**config.mk**
```make
export PLATFORM = sky130hd
export DESIGN_NAME = shift_arbiter
export DESIGN_NICKNAME = d
export VERILOG_FILES = /design/src/rtl/shift_arbiter.sv
export SDC_FILE = /design/constraint.sdc
export NUM_CORES = 1
export LEC_CHECK = 0
export BUFFER_PORTS_ARGS = -buffer_cell sky130_fd_sc_hd__buf_2
export CAP_MARGIN = 20
export CORE_MARGIN = 2
export CORE_UTILIZATION = 35
export CTS_CLUSTER_SIZE = 16
export DETAILED_ROUTE_END_ITERATION = 6
export PLACE_DENSITY_LB_ADDON = 0.15
export SYNTH_ARGS = -nofsm -noshare
export SYNTH_HDL_FRONTEND = slang
export SYNTH_SLANG_ARGS = --single-unit
```
**constraint.sdc**
```tcl
create_clock -name clk -period 3.2 [get_ports clk]
set_input_delay 0.64 -clock clk [delete_from_list [all_inputs] [get_ports clk]]
set_output_delay 0.64 -clock clk [all_outputs]
set_load 0.03 [all_outputs]
```
**src/rtl/shift_arbiter.sv**
```systemverilog
// Round-robin arbiter sharing one combinational shifter between the ALU (req0)
// and the mul/div sequencer (req1); result returned registered with owner ID.
module shift_arbiter #(
  parameter int WIDTH = 16,
  parameter int CNT_W = 4
) (
  input  logic             clk,
  input  logic             rst,
  input  logic             req0,
  input  logic [WIDTH-1:0] in0,
  input  logic [CNT_W-1:0] cnt0,
  input  logic [1:0]       op0,
  output logic             gnt0,
  input  logic             req1,
  input  logic [WIDTH-1:0] in1,
  input  logic [CNT_W-1:0] cnt1,
  input  logic [1:0]       op1,
  output logic             gnt1,
  input  logic             stall,
  output logic [WIDTH-1:0] sh_in,
  output logic [CNT_W-1:0] sh_cnt,
  output logic [1:0]       sh_op,
  input  logic [WIDTH-1:0] sh_out,
  output logic [WIDTH-1:0] res,
  output logic             res_valid,
  output logic             res_id,
  output logic [7:0]       busy_cnt
);

  logic             prio;
  logic             denied;
  logic [WIDTH-1:0] res_p1;
  logic             vld_p1;
  logic             id_p1;
  logic [7:0]       busyCnt;

  function automatic logic [7:0] satInc(input logic [7:0] val);
    return (val == 8'hFF) ? val : val + 8'd1;
  endfunction

  // Stage p0: combinational grant and shifter operand mux
  always_comb begin
    gnt0 = 1'b0;
    gnt1 = 1'b0;
    if (!rst && !stall) begin
      if (req0 && req1) begin
        gnt0 = ~prio;
        gnt1 = prio;
      end else begin
        gnt0 = req0;
        gnt1 = req1;
      end
    end
  end

  assign sh_in  = gnt1 ? in1  : in0;
  assign sh_cnt = gnt1 ? cnt1 : cnt0;
  assign sh_op  = gnt1 ? op1  : op0;
  assign denied = (req0 && !gnt0) || (req1 && !gnt1);

  // Stage p1: captured result, owner and bookkeeping
  always_ff @(posedge clk) begin
    if (rst) begin
      res_p1  <= '0;
      vld_p1  <= 1'b0;
      id_p1   <= 1'b0;
      prio    <= 1'b0;
      busyCnt <= 8'd0;
    end else begin
      vld_p1 <= gnt0 | gnt1;
      if (gnt0 || gnt1) begin
        res_p1 <= sh_out;
        id_p1  <= gnt1;
        // Next contention favours whoever was not just served.
        prio   <= ~gnt1;
      end
      if (denied) busyCnt <= satInc(busyCnt);
    end
  end

  assign res       = res_p1;
  assign res_valid = vld_p1;
  assign res_id    = id_p1;
  assign busy_cnt  = busyCnt;

endmodule

```
==> results.sh, run 1 <==
export IMPL_cts_clk_slew_worst_paths_ns=0.09
export IMPL_critical_path_buf_inv_count=2
export IMPL_cts_buffer_depth=2
export IMPL_synth_cell_types=36
export IMPL_crit_required_ns=2.56
export IMPL_syn_cell_area_mm2=0.00142
export IMPL_finalClockSkew_ns=0.00118
export IMPL_cts_sinks=27
export IMPL_core_area_mm2=0.00394
export IMPL_grt_usage_pct=15.7
export IMPL_drt_total_wl_um=3890
export IMPL_slowest_delay_ns=0.46
export IMPL_layout_cells_non_filler=320
export IMPL_r2r_start="busy_cnt[0]"
export IMPL_timing_slew_headroom_pct=64.6
export IMPL_grt_pass1_wl_um=5580
export IMPL_fin_nets=337
export IMPL_viasPerCell=4.56
export IMPL_ys_warn_count=0
export IMPL_leakage_nw=1.04
export IMPL_drtIter0Drc=47
export IMPL_drt_wirelength_per_cell_um=12.2
export IMPL_fin_area_mm2=0.00207
export IMPL_drc=0
export IMPL_setup_violations=0
export IMPL_min_from="res[8]"
export IMPL_synthesis_nets=224
export IMPL_fmax_mhz=365
export IMPL_cts_resized=0
export IMPL_hold_slack_ns=0.454
export IMPL_grt_max_degree=31
export IMPL_clk_latency_ns=0.27
export IMPL_syn_inst=158
export IMPL_placedCellCount=316
export IMPL_cts_tree="built"
export IMPL_ys_async_sr_fraction_pct=0
export IMPL_clock_tree_root_cell="clkbuf_8"
export IMPL_synth_edff_count=0
export IMPL_drt_pass1_iter_count=4
export IMPL_status="completed"
export IMPL_die_area_mm2=0.00458
export IMPL_synth_seq_cells=27
export IMPL_min_delay_path_depth=2
export IMPL_r2r_slack_ns=1.64
export IMPL_syn_avg_cell_area_um2=8.97
export IMPL_vdd_drop_max_mv=0.193
export IMPL_power_density_mw_per_mm2=370
export IMPL_crit_fanout=24
export IMPL_initial_core_util_pct=36.0
export IMPL_fin_setup_tns_ns=0
export IMPL_end_kind="output pin"
export IMPL_slew_viol_final=0
export IMPL_worst_pin_slew_ns=0.531
export IMPL_place_area_mm2=0.00202
export IMPL_fp_dieH_um=67.6
export IMPL_hold_viol_final=0
export IMPL_path_class="in -> out"
export IMPL_synthFlopType="dfxtp_1"
export IMPL_r2r_end="busy_cnt[6]"
export IMPL_period_needed_ns=2.74
export IMPL_layout_area_overhead_vs_synth_pct=46.1
export IMPL_ant_nets=0
export IMPL_crit_arrival_ns=2.10
export IMPL_diodes=0
export IMPL_cpMostUsedCell="buf_2"
export IMPL_portBuffers=114
export IMPL_rsz0062_at_grt="no"
export IMPL_gr_total_overflow=0
export IMPL_maxCapViolCount=0
export IMPL_crit_chain="buf_2 > nor2_1 > nand3_2 > mux2_2 > buf_2"
export IMPL_timing_critical_path_max_delay_family="simple AND/OR/NAND/NOR gates"
export IMPL_htreeDepth=1
export IMPL_hold_class="reg -> reg"
export IMPL_cts_hold_buf=0
export IMPL_worstHoldEndpoint="res[8]"
export IMPL_drive_above_1_share_pct=57.4
export IMPL_gp_congestion=0.789
export IMPL_cp_start_kind="primary input"
export IMPL_crit_slowest_cell="nand3_2"
export IMPL_num_io_pins=115
export IMPL_cts_buffers=3
export IMPL_grt_pass1_vias=1207
export IMPL_total_power_mw=0.766
export IMPL_r2r_cells=5
export IMPL_dp_hpwl_um=3060
export IMPL_via_count=1459
export IMPL_antenna_found_initial=0
export IMPL_fp_dieW_um=67.6
export IMPL_postCtsSetupBuffers=0
export IMPL_finalCritPeriodShare_pct=85.5
export IMPL_ys_seq_area_share_pct=38.1
export IMPL_rows=23
## placed cells by master, fill, tap and decap left out, drive strengths merged, types with 4 or more instances in the layout
cell type,netlist,routed
buf,6,116
nand2,33,33
dfxtp,27,27
mux2,24,24
a21oi,17,17
nor2,8,8
and3,6,6
a211oi,5,5
nand2b,4,4
inv,4,4
nand3,4,4
## where the power goes
| group | internal (mW) | switching (mW) | leakage, nW |
|---|---|---|---|
| registers | 0.350 | 0.00943 | 0.220 |
| clock network | 0.0871 | 0.102 | 0.0255 |
| logic | 0.0863 | 0.130 | 0.790 |
| total | 0.524 | 0.242 | 1.04 |
## registers in the layout, summed over array words and instances, names as in the netlist
signal     cells
busy_cnt       8
prio           1
res_valid      1
res           16
res_id         1
## worst register-to-register path: cells and delay by family (launching register included)
kind	cells	cell delay [ns]
flip-flops	1	0.40
adder cells (fa/ha/maj)	1	0.33
AND/OR/NAND/NOR	2	0.40
AO/OA/AOI/OAI	2	0.36
## worst max-delay path by stage
stage / from / endpoint / slack, ns / cells after the start
floorplan: req1 / sh_cnt[0] / 1.01 / 4
global placement: stall / sh_in[8] / 0.46 / 5
detailed placement: stall / sh_in[8] / 0.45 / 5
CTS: stall / sh_in[8] / 0.45 / 5
global route: stall / sh_in[5] / 0.38 / 5
finish: stall / sh_in[8] / 0.46 / 5
## per-layer routing
| metal | global-route usage (%) | vias to the layer above | wire length [µm] |
|---|---|---|---|
| met1 | 22.5 | 627 | 1850 |
| met4 | 3.83 | 0 | 27 |
| li1 | - | 772 | - |
| met3 | 4.33 | 4 | 294 |
| met2 | 23.2 | 56 | 1720 |
| met5 | 0 | - | 0 |
## cell families after synthesis
| family | share of synthesized area [%] |
|---|---|
| muxes | 20.3 |
| and+or+nand+nor | 21.7 |
| AOI/OAI and AO/OA | 15.0 |
| buffers and inverters | 3.97 |
| DFF | 38.1 |
| adders and majority gates | 0.882 |
## metrics by stage
step | util (%) | worst slack (ns)
after floorplan | - | 1.01
after global placement | 51.3 | 0.462
after detailed placement | 51.3 | 0.455
after CTS | 52.5 | 0.453
after global routing | 52.5 | 0.376
final | 52.5 | 0.464
## final cells by class
| type | instances | area (µm²) |
|---|---|---|
| Clock buffer | 3 | 41.3 |
| Multi-Input combinational cell | 119 | 821 |
| Clock inverter | 1 | 5.00 |
| Inverter | 4 | 15.0 |
| Tap cell | 50 | 62.6 |
| Timing Repair Buffer | 116 | 586 |
| Sequential cell | 27 | 541 |
| Fill cell | 394 | 1870 |
## Yosys cell counts, types with 2 or more instances
cell | number | area (µm²)
a311oi_1 | 2 | 17.5
and3_1 | 5 | 31.3
mux2_4 | 2 | 30.0
nand2_1 | 33 | 124
a211oi_1 | 3 | 22.5
mux2_2 | 22 | 248
a31oi_1 | 2 | 12.5
buf_4 | 2 | 15.0
nand3_1 | 3 | 15.0
inv_1 | 3 | 11.3
nor2b_1 | 2 | 12.5
a21oi_1 | 17 | 85.1
dfxtp_1 | 27 | 541
buf_2 | 3 | 15.0
nand2b_1 | 4 | 25.0
clkbuf_1 | 2 | 7.51
nor2_1 | 7 | 26.3
(Power assumes the default switching activity.)
==> run 2: changes to the inputs <==
- CORE_ASPECT_RATIO: default -> 1.1
==> results.sh, run 2 (synthesis gave the netlist of run 1 again) <==
export IMPL_via_count=1503
export IMPL_period_needed_ns=2.75
export IMPL_leakage_nw=1.04
export IMPL_fp_dieW_um=64.7
export IMPL_drt_total_wl_um=4020
export IMPL_layout_area_overhead_vs_synth_pct=46.7
export IMPL_drt_wirelength_per_cell_um=12.5
export IMPL_final_core_util_pct=52.9
export IMPL_grt_usage_pct=17.1
export IMPL_largest_reg_flops=16
export IMPL_cpMostUsedCell="buf_2"
export IMPL_grt_max_degree=31
export IMPL_hold_class="reg -> reg"
export IMPL_finalClockSkew_ns=0.00218
export IMPL_seq_area_um2=541
export IMPL_grt_pass1_vias=1390
export IMPL_cts_tree="built"
export IMPL_crit_slowest_cell="nand3_2"
export IMPL_clock_tree_root_cell="clkbuf_8"
export IMPL_setup_violations=0
export IMPL_dp_hpwl_um=3170
export IMPL_maxCapViolCount=0
export IMPL_fmax_mhz=363
export IMPL_r2r_slack_ns=1.65
export IMPL_fp_dieH_um=70.8
export IMPL_rsz0062_at_grt="no"
export IMPL_cts_clk_slew_worst_paths_ns=0.08
export IMPL_clk_latency_ns=0.27
export IMPL_gp_congestion=0.758
export IMPL_initial_core_util_pct=36.0
export IMPL_viasPerCell=4.65
export IMPL_diodes=0
export IMPL_timing_slew_headroom_pct=64.1
export IMPL_multi_input_area_um2=821
export IMPL_cts_buffers=3
export IMPL_vdd_drop_max_mv=0.165
export IMPL_hold_viol_final=0
export IMPL_critical_path_buf_inv_count=2
export IMPL_cp_num_cells=5
export IMPL_grt_pass1_wl_um=6290
export IMPL_cts_sinks=27
export IMPL_timing_critical_path_max_delay_family="simple AND/OR/NAND/NOR gates"
export IMPL_core_area_mm2=0.00393
export IMPL_cts_resized=0
export IMPL_gr_total_overflow=0
export IMPL_end_kind="output pin"
export IMPL_path_class="in -> out"
export IMPL_antenna_found_initial=0
export IMPL_final_common_cell="buf_2"
export IMPL_min_delay_path_depth=2
export IMPL_crit_arrival_ns=2.11
export IMPL_drtIter0Drc=66
export IMPL_cts_buffer_depth=2
export IMPL_die_area_mm2=0.00458
export IMPL_crit_fanout=24
export IMPL_dp_slack_ns=0.449
export IMPL_status="completed"
export IMPL_rows=24
export IMPL_fin_nets=338
export IMPL_power_density_mw_per_mm2=367
export IMPL_drc=0
export IMPL_cts_hold_buf=0
export IMPL_finalWorstSetupSlack_ns=0.446
export IMPL_drive_above_1_share_pct=57.2
export IMPL_num_io_pins=115
export IMPL_crit_required_ns=2.56
export IMPL_postCtsSetupBuffers=0
export IMPL_cp_start_kind="primary input"
export IMPL_slowest_delay_ns=0.47
export IMPL_portBuffers=114
export IMPL_htreeDepth=1
export IMPL_drt_pass1_iter_count=4
export IMPL_crit_chain="buf_2 > nor2_1 > nand3_2 > mux2_2 > buf_2"
export IMPL_ant_nets=0
export IMPL_mostFrequentLayoutCells="114 x buf_2, 33 x nand2_1, 27 x dfxtp_1, 22 x mux2_2, 17 x a21oi_1"
export IMPL_worst_pin_slew_ns=0.538
export IMPL_finalCritPeriodShare_pct=86.1
export IMPL_nFillCells=389
export IMPL_r2r_cells=5
export IMPL_slew_viol_final=0
export IMPL_fin_setup_tns_ns=0
run 2: layout make-up:
class | count | share of cell area (%)
flip-flops and latches | 27 | 26.0
inverters | 4 | 0.722
repair buffers | 117 | 28.5
clock buffers | 4 | 2.17
well taps | 52 | 3.13
multi-input cells | 119 | 39.5
run 2: through the flow:
step | power [mW] | area (µm²) | std cells | hold slack (ns)
3_5_place_dp | 0.586 | 2030 | 319 | 0.445
3_3_place_gp | 0.586 | 2030 | 319 | 0.440
6_report | 0.764 | 2080 | 323 | 0.458
4_1_cts | 0.774 | 2080 | 323 | 0.457
5_1_grt | 0.811 | 2080 | 323 | 0.484
2_1_floorplan | 0.506 | 1420 | 158 | 0.462
run 2: final timing paths:
kind / from / end
setup / recovery: stall / sh_in[2]
hold / removal: res[14] / res[14]
setup reg to reg: busy_cnt[0] / busy_cnt[6]
hold reg to reg: res[14] / res[14]
run 2: worst register-to-register path, cell delays in order, from the launching register on:
cell	delay (ns)
dfxtp_1	0.39
ha_1	0.33
nand3_1	0.13
nor3_2	0.27
a31oi_1	0.12
a311oi_1	0.23
run 2: per-layer routing:
layer | global-route usage (%) | vias up | wire (µm)
met2 | 28.0 | 63 | 1860
met4 | 4.26 | 0 | 10
met1 | 22.8 | 661 | 1820
met3 | 3.97 | 2 | 339
li1 | - | 777 | -
met5 | 0 | - | 0
run 2: power by group:
part	switching [mW]	internal, mW
Combinational	0.131	0.0868
Clock	0.0976	0.0889
Sequential	0.00919	0.350
Total	0.238	0.526
